File: config.mk
export PLATFORM = sky130hd
export DESIGN_NAME = a2d_spi_resp_flat
export DESIGN_NICKNAME = d
export VERILOG_FILES = /design/src/rtl/a2d_pkg.sv /design/src/rtl/a2d_spi_resp_if.sv /design/src/rtl/spi_sync_edge.sv /design/src/rtl/a2d_spi_resp.sv /design/src/flat_wrapper.sv
export SDC_FILE = /design/constraint.sdc
export NUM_CORES = 1
export LEC_CHECK = 0
export ABC_AREA = 1
export BUFFER_PORTS_ARGS = -buffer_cell sky130_fd_sc_hd__buf_2
export CAP_MARGIN = 20
export CORE_AREA = 2 2 97 80
export CTS_CLUSTER_SIZE = 25
export DETAILED_ROUTE_END_ITERATION = 6
export DIE_AREA = 0 0 99 82
export HOLD_SLACK_MARGIN = 0.15
export PLACE_DENSITY = 0.79
export SETUP_SLACK_MARGIN = 0.15
export SLEW_MARGIN = 20
export SYNTH_ARGS = -nofsm -noshare
export SYNTH_HDL_FRONTEND = slang
export SYNTH_HIERARCHICAL = 1
export SYNTH_SLANG_ARGS = --single-unit
export TNS_END_PERCENT = 1
File: constraint.sdc
create_clock -name clk -period 2.2 [get_ports clk]
set_clock_uncertainty 0.15 [all_clocks]
set_input_delay 0.22 -clock clk [delete_from_list [all_inputs] [get_ports clk]]
set_output_delay 0.22 -clock clk [all_outputs]
set_load 0.005 [all_outputs]
File: src/rtl/a2d_pkg.sv
// Shared constants, channel map and state type for the slide-pot A2D SPI responder.
package a2d_pkg;

   localparam int NUM_CH  = 8;
   localparam int DATA_W  = 12;
   localparam int FRAME_W = 16;
   localparam int CH_W    = 3;

   // Channel number field inside a received command frame
   localparam int CH_MSB = 13;
   localparam int CH_LSB = 11;

   localparam logic [4:0] GOOD_BITS = 5'd16;
   localparam logic [4:0] MAX_BITS  = 5'd17;

   localparam logic [2:0] CH_LP  = 3'd1;
   localparam logic [2:0] CH_B1  = 3'd0;
   localparam logic [2:0] CH_B2  = 3'd4;
   localparam logic [2:0] CH_B3  = 3'd2;
   localparam logic [2:0] CH_HP  = 3'd3;
   localparam logic [2:0] CH_VOL = 3'd7;

   typedef enum logic [1:0] {WAIT_HI, IDLE, XFER} state_t;

endpackage

File: src/rtl/a2d_spi_resp_if.sv
// SPI pin bundle between the initiator and the A2D responder.
interface a2d_spi_resp_if;
   logic SS_n;
   logic SCLK;
   logic MOSI;
   logic MISO;

   modport master (output SS_n, output SCLK, output MOSI, input MISO);
   modport slave  (input SS_n, input SCLK, input MOSI, output MISO);
endinterface

File: src/rtl/spi_sync_edge.sv
// Two-flop synchronizer plus a third flop for single-clk rise/fall pulses.
module spi_sync_edge (
   input  logic clk,
   input  logic rst_n,
   input  logic din,
   output logic level,
   output logic rise,
   output logic fall
);

   logic [2:0] ff;

   // Resets low so a line already high is seen as a fresh rise, never a fall
   always_ff @(posedge clk or negedge rst_n) begin
      if (!rst_n) ff <= '0;
      else        ff <= {ff[1:0], din};
   end

   assign level = ff[1];
   assign rise  = ff[1] & ~ff[2];
   assign fall  = ~ff[1] & ff[2];

endmodule

File: src/rtl/a2d_spi_resp.sv
// SPI responder modelling an 8-channel 12-bit pipelined A2D: each frame returns
// the value of the channel addressed by the previous good frame.
module a2d_spi_resp
   import a2d_pkg::*;
(
   input  logic                     clk,
   input  logic                     rst_n,
   a2d_spi_resp_if.slave            spi,
   input  logic [NUM_CH*DATA_W-1:0] ch_data,
   output logic [CH_W-1:0]          cur_chnnl,
   output logic                     frame_done,
   output logic                     frame_err,
   output logic [7:0]               frame_cnt
);

   // Only the bits up to the channel field are worth keeping
   localparam int RX_W = CH_MSB + 1;

   logic ss_lvl, ss_rise, ss_fall;
   logic sclk_rise, sclk_fall, sclk_level_unused;
   logic [1:0] mosi_ff;

   state_t state, state_nxt;
   logic load_tx, shift_rx, shift_tx, good, bad;

   logic [FRAME_W-1:0] tx_shft;
   logic [RX_W-1:0]    rx_shft;
   logic [4:0]         bit_cnt;

   spi_sync_edge u_ss_sync (
      .clk   (clk),
      .rst_n (rst_n),
      .din   (spi.SS_n),
      .level (ss_lvl),
      .rise  (ss_rise),
      .fall  (ss_fall)
   );

   spi_sync_edge u_sclk_sync (
      .clk   (clk),
      .rst_n (rst_n),
      .din   (spi.SCLK),
      .level (sclk_level_unused),
      .rise  (sclk_rise),
      .fall  (sclk_fall)
   );

   always_ff @(posedge clk or negedge rst_n) begin
      if (!rst_n) mosi_ff <= '0;
      else        mosi_ff <= {mosi_ff[0], spi.MOSI};
   end

   always_ff @(posedge clk or negedge rst_n) begin
      if (!rst_n) state <= WAIT_HI;
      else        state <= state_nxt;
   end

   // SS_n edges take priority: any SCLK edge in the same clk is dropped
   always_comb begin
      state_nxt = state;
      load_tx   = 1'b0;
      shift_rx  = 1'b0;
      shift_tx  = 1'b0;
      good      = 1'b0;
      bad       = 1'b0;
      case (state)
         WAIT_HI: if (ss_lvl) state_nxt = IDLE;
         IDLE: begin
            if (ss_fall) begin
               load_tx   = 1'b1;
               state_nxt = XFER;
            end
         end
         XFER: begin
            if (ss_rise) begin
               state_nxt = IDLE;
               good      = (bit_cnt == GOOD_BITS);
               bad       = (bit_cnt != GOOD_BITS);
            end else if (!ss_fall) begin
               shift_rx = sclk_rise;
               shift_tx = sclk_fall;
            end
         end
         default: state_nxt = WAIT_HI;
      endcase
   end

   always_ff @(posedge clk or negedge rst_n) begin
      if (!rst_n) begin
         tx_shft    <= '0;
         rx_shft    <= '0;
         bit_cnt    <= '0;
         cur_chnnl  <= '0;
         frame_cnt  <= '0;
         frame_done <= 1'b0;
         frame_err  <= 1'b0;
      end else begin
         frame_done <= good;
         frame_err  <= bad;
         if (load_tx) begin
            tx_shft <= {{(FRAME_W-DATA_W){1'b0}}, ch_data[int'(cur_chnnl)*DATA_W +: DATA_W]};
            bit_cnt <= '0;
         end else if (shift_tx) begin
            tx_shft <= {tx_shft[FRAME_W-2:0], 1'b0};
         end
         if (shift_rx) begin
            rx_shft <= {rx_shft[RX_W-2:0], mosi_ff[1]};
            if (bit_cnt != MAX_BITS) bit_cnt <= bit_cnt + 5'd1;
         end
         if (good) begin
            cur_chnnl <= rx_shft[CH_MSB:CH_LSB];
            frame_cnt <= frame_cnt + 8'd1;
         end
      end
   end

   assign spi.MISO = (state == XFER) ? tx_shft[FRAME_W-1] : 1'b0;

endmodule

File: src/flat_wrapper.sv
// flat-port wrapper written by rule: the top's interface ports become plain ports
module a2d_spi_resp_flat import a2d_pkg::*;
  (clk, rst_n, ch_data, cur_chnnl, frame_done, frame_err, frame_cnt, spi_SS_n, spi_SCLK, spi_MOSI, spi_MISO);
  a2d_spi_resp_if spi_i ();
  input  logic clk;
  input  logic rst_n;
  input  logic [NUM_CH*DATA_W-1:0] ch_data;
  output logic [CH_W-1:0] cur_chnnl;
  output logic frame_done;
  output logic frame_err;
  output logic [7:0] frame_cnt;
  input wire logic [$bits(spi_i.SS_n)-1:0] spi_SS_n;
  input wire logic [$bits(spi_i.SCLK)-1:0] spi_SCLK;
  input wire logic [$bits(spi_i.MOSI)-1:0] spi_MOSI;
  output wire logic [$bits(spi_i.MISO)-1:0] spi_MISO;
  assign spi_i.SS_n = spi_SS_n;
  assign spi_i.SCLK = spi_SCLK;
  assign spi_i.MOSI = spi_MOSI;
  assign spi_MISO = spi_i.MISO;
  a2d_spi_resp u_core (.clk(clk), .rst_n(rst_n), .spi(spi_i), .ch_data(ch_data), .cur_chnnl(cur_chnnl), .frame_done(frame_done), .frame_err(frame_err), .frame_cnt(frame_cnt));
endmodule
==> impl_metrics.toml <==
[sta]
rsz0062_at_grt = "false"
worstMarginPinSlew_ps = 706.3
post-route-period-util = 0.8385
post-route-min-period_ps = 1845
relSlewSlack = 0.5286
finalMaxSlewViolations = 0
max_freq_mhz = 542.1
timing.final.ws_setup_ps = 355.4
tns_ps = 0
setup_viol = 0
hold_viol_final = 0

[synth]
synth_area_leaders = "dfrtp_1 (40%), nand2_1 (18%), nand3_1 (11%)"
synth_edf_count = 0
synth_compound_area_frac = 0.07155
synthAdderAreaFrac = 0.01389
synthMuxAreaShare = 0
yosysTopAreaCellShare = 0.4029
synth-simple-area-share = 0.3519
yosysMostFrequentCell = "nand2_1"
syn_area_per_cell_sq_um = 6.927
synth_top_flop_cell = "dfrtp_1"
synthTopCellsByCount = "nand2_1 (172), inv_1 (86), nand3_1 (80), dfrtp_1 (58), nor2_1 (21)"
async_flop_share = 1.000
synth_top_family_by_area = "simple AND/OR/NAND/NOR gates"
synth_area_leader_cell = "dfrtp_1"
ys_ff_latch = 58
synthesis.nets = 625
synth_cells = 520
yosysSeqAreaShare = 0.4029
synth_area_sq_um = 3602
ys_warn_count = 6
synth_xor_area_frac = 0.02188
post_synth_num_cell_types = 31

[place]
post-place-ws_ps = 342.5
dp_hpwl_um = 6442
gp_congestion = 0.7943
io_buffers = 114
place_inst = 706

[final_layout]
antenna_cells = 0
drive_gt1_frac = 0.2496
ff_latch_area_sq_um = 1451
fillers = 669
postLayoutCoreUtil = 0.6148
nNetsFinal = 738
syn_to_final_growth_pct = 22.58
multi_input_area_sq_um = 1654
stdcell_count = 727

[global_route]
grt_first_pass_wirelength_um = 14570
antenna_found_initial = 0
gr-total-overflow = 0
grt_usage = 0.2234
grt_pass1_vias = 3487
grt_max_degree = 50

[critical_path]
cp_max_fo = 16
cp.arrival_ps = 1950
crit_required_ps = 2310
cp-end-kind = "register"
startpoint_type = "register"
worstRegToRegCells = 7
worst-setup-path-type = "register to register"

[pwr]
ir_drop_v = 0.0003631
power_density_nw_per_um2 = 620.8
power_leakage_nw = 2.526

[clock_tree]
cts_root_buf = "clkbuf_8"
cts_sinks = 58
cts_tree = "built"
h-tree-depth = 3
cts_buffer_depth = 2
clk_pin_slew_ps = 60
clock_latency_ps = 330
cts_setup_buffers = 0
cts_resized = 0
cts_made_buffers = 9

[floorplan]
io-pin-count = 115
die_y_um = 82
chipWidth_um = 99
design.die.area_sq_um = 8118
initial_core_util = 0.5016
core_area_sq_um = 7182
num_rows = 28

[route]
vias = 3610
totalWireLength_um = 8672
drt-met1-wl_um = 3751
top_layer = "met4"
routed_via_density = 4.966
drc = 0
firstDrtPassIters = 5
wl_met3_um = 570
drt-initial-drc-count = 277
wl_met2_um = 4203
drtAntennaViolNets = 0
wl_per_cell_um = 11.93

[min_path]
whs_path_depth = 5
worstHoldPathType = "input port to register"

[flow_run]
cap_violations = 0

[run_status]
status = "finished, final reports clean"
[layer usage]
| layer | track usage | vias up |
|---|---|---|
| met4 | 0.07397 | 0 |
| met3 | 0.04766 | 22 |
| met2 | 0.3926 | 117 |
| met1 | 0.2772 | 1653 |
| li1 | - | 1818 |
| met5 | 0 | - |
[timing repair]
action                                  4_1_cts  5_1_grt
hold buffers                                  6        0
endpoints found under the hold margin        31        0
endpoints found under the setup margin        0        1
[flip-flops by register name (all words and copies together) (netlist names)]
register,count
u_core/bit_cnt,5
u_core/mosi_ff,2
u_core/cur_chnnl,3
u_core/frame_err,1
u_core/state,2
u_core/tx_shft,16
u_core/u_ss_sync/ff,3
u_core/u_sclk_sync/ff,3
u_core/rx_shft,14
u_core/frame_done,1
u_core/frame_cnt,8
[power by group]
part	switching (mW)	internal (mW)	total (mW)	leakage, nW
registers	0.105	1.23	1.34	0.758
clock network	0.386	0.462	0.848	0.0855
logic	0.308	0.249	0.557	1.68
[per-stage QoR]
step,cell area (sq um),hold slack (ps),power [mW]
5_1_grt,4415,205.5,2.911
6_report,4415,192.4,2.741
2_1_floorplan,3602,-225.6,1.726
4_1_cts,4415,179.4,2.766
3_3_place_gp,4184,119.8,1.877
3_5_place_dp,4184,126.8,1.901
[cell families (layout without fill, tap and decap cells)]
| group | after synthesis | in the layout |
|---|---|---|
| AOI/OAI and AO/OA | 43 | 43 |
| xor gates and xnor gates | 9 | 9 |
| buffers and inverters | 116 | 233 |
| and+or+nand+nor | 290 | 290 |
| DFF | 58 | 58 |
| adders and majority gates | 4 | 4 |
[worst max-delay path, cell delays in order, from the launching register on]
cell and delay [ps]:
dfrtp_1 380, inv_1 50, nor2_1 270, nand3_1 180, nor2_4 320, nand2_1 140
nor2_1 130, xor2_1 150
[path summary, 6_finish.rpt]
check                                               from                        to  slack [ps]
worst max register to register    u_core/u_ss_sync/ff[1]       u_core/frame_cnt[5]         360
worst min register to register  u_core/u_sclk_sync/ff[0]  u_core/u_sclk_sync/ff[1]         200
worst max-delay path              u_core/u_ss_sync/ff[1]       u_core/frame_cnt[5]         360
min in group asynchronous                          rst_n  u_core/u_sclk_sync/ff[2]         300
worst min-delay path                         ch_data[36]         u_core/tx_shft[0]         190
max in group asynchronous                          rst_n         u_core/bit_cnt[0]         900
[placed cells by master, fill, tap and decap left out, types with 3 or more instances in the layout]
cell	Yosys	final
o21ai_0	16	16
a21oi_1	7	7
a21oi_2	5	5
buf_2	14	114
inv_2	4	4
ha_1	4	4
xor2_1	7	7
nor2_2	5	5
nor2_1	21	21
o21ai_1	7	7
nor3_1	4	4
clkbuf_8	0	11
dlygate4sd3_1	0	6
o22ai_1	3	3
nand2_1	172	172
inv_1	86	86
dfrtp_1	58	58
buf_4	3	7
nand3_1	80	80
[final cells by class]
type	count	share of cell area
timing repair buffer	127	0.1547
multi-input combinational	346	0.3746
tap	90	0.02550
clock inverter	2	0.002834
inverter	91	0.07764
clock buffer	13	0.03599
sequential	58	0.3287
Note: power is estimated with default switching activity, not from simulation.
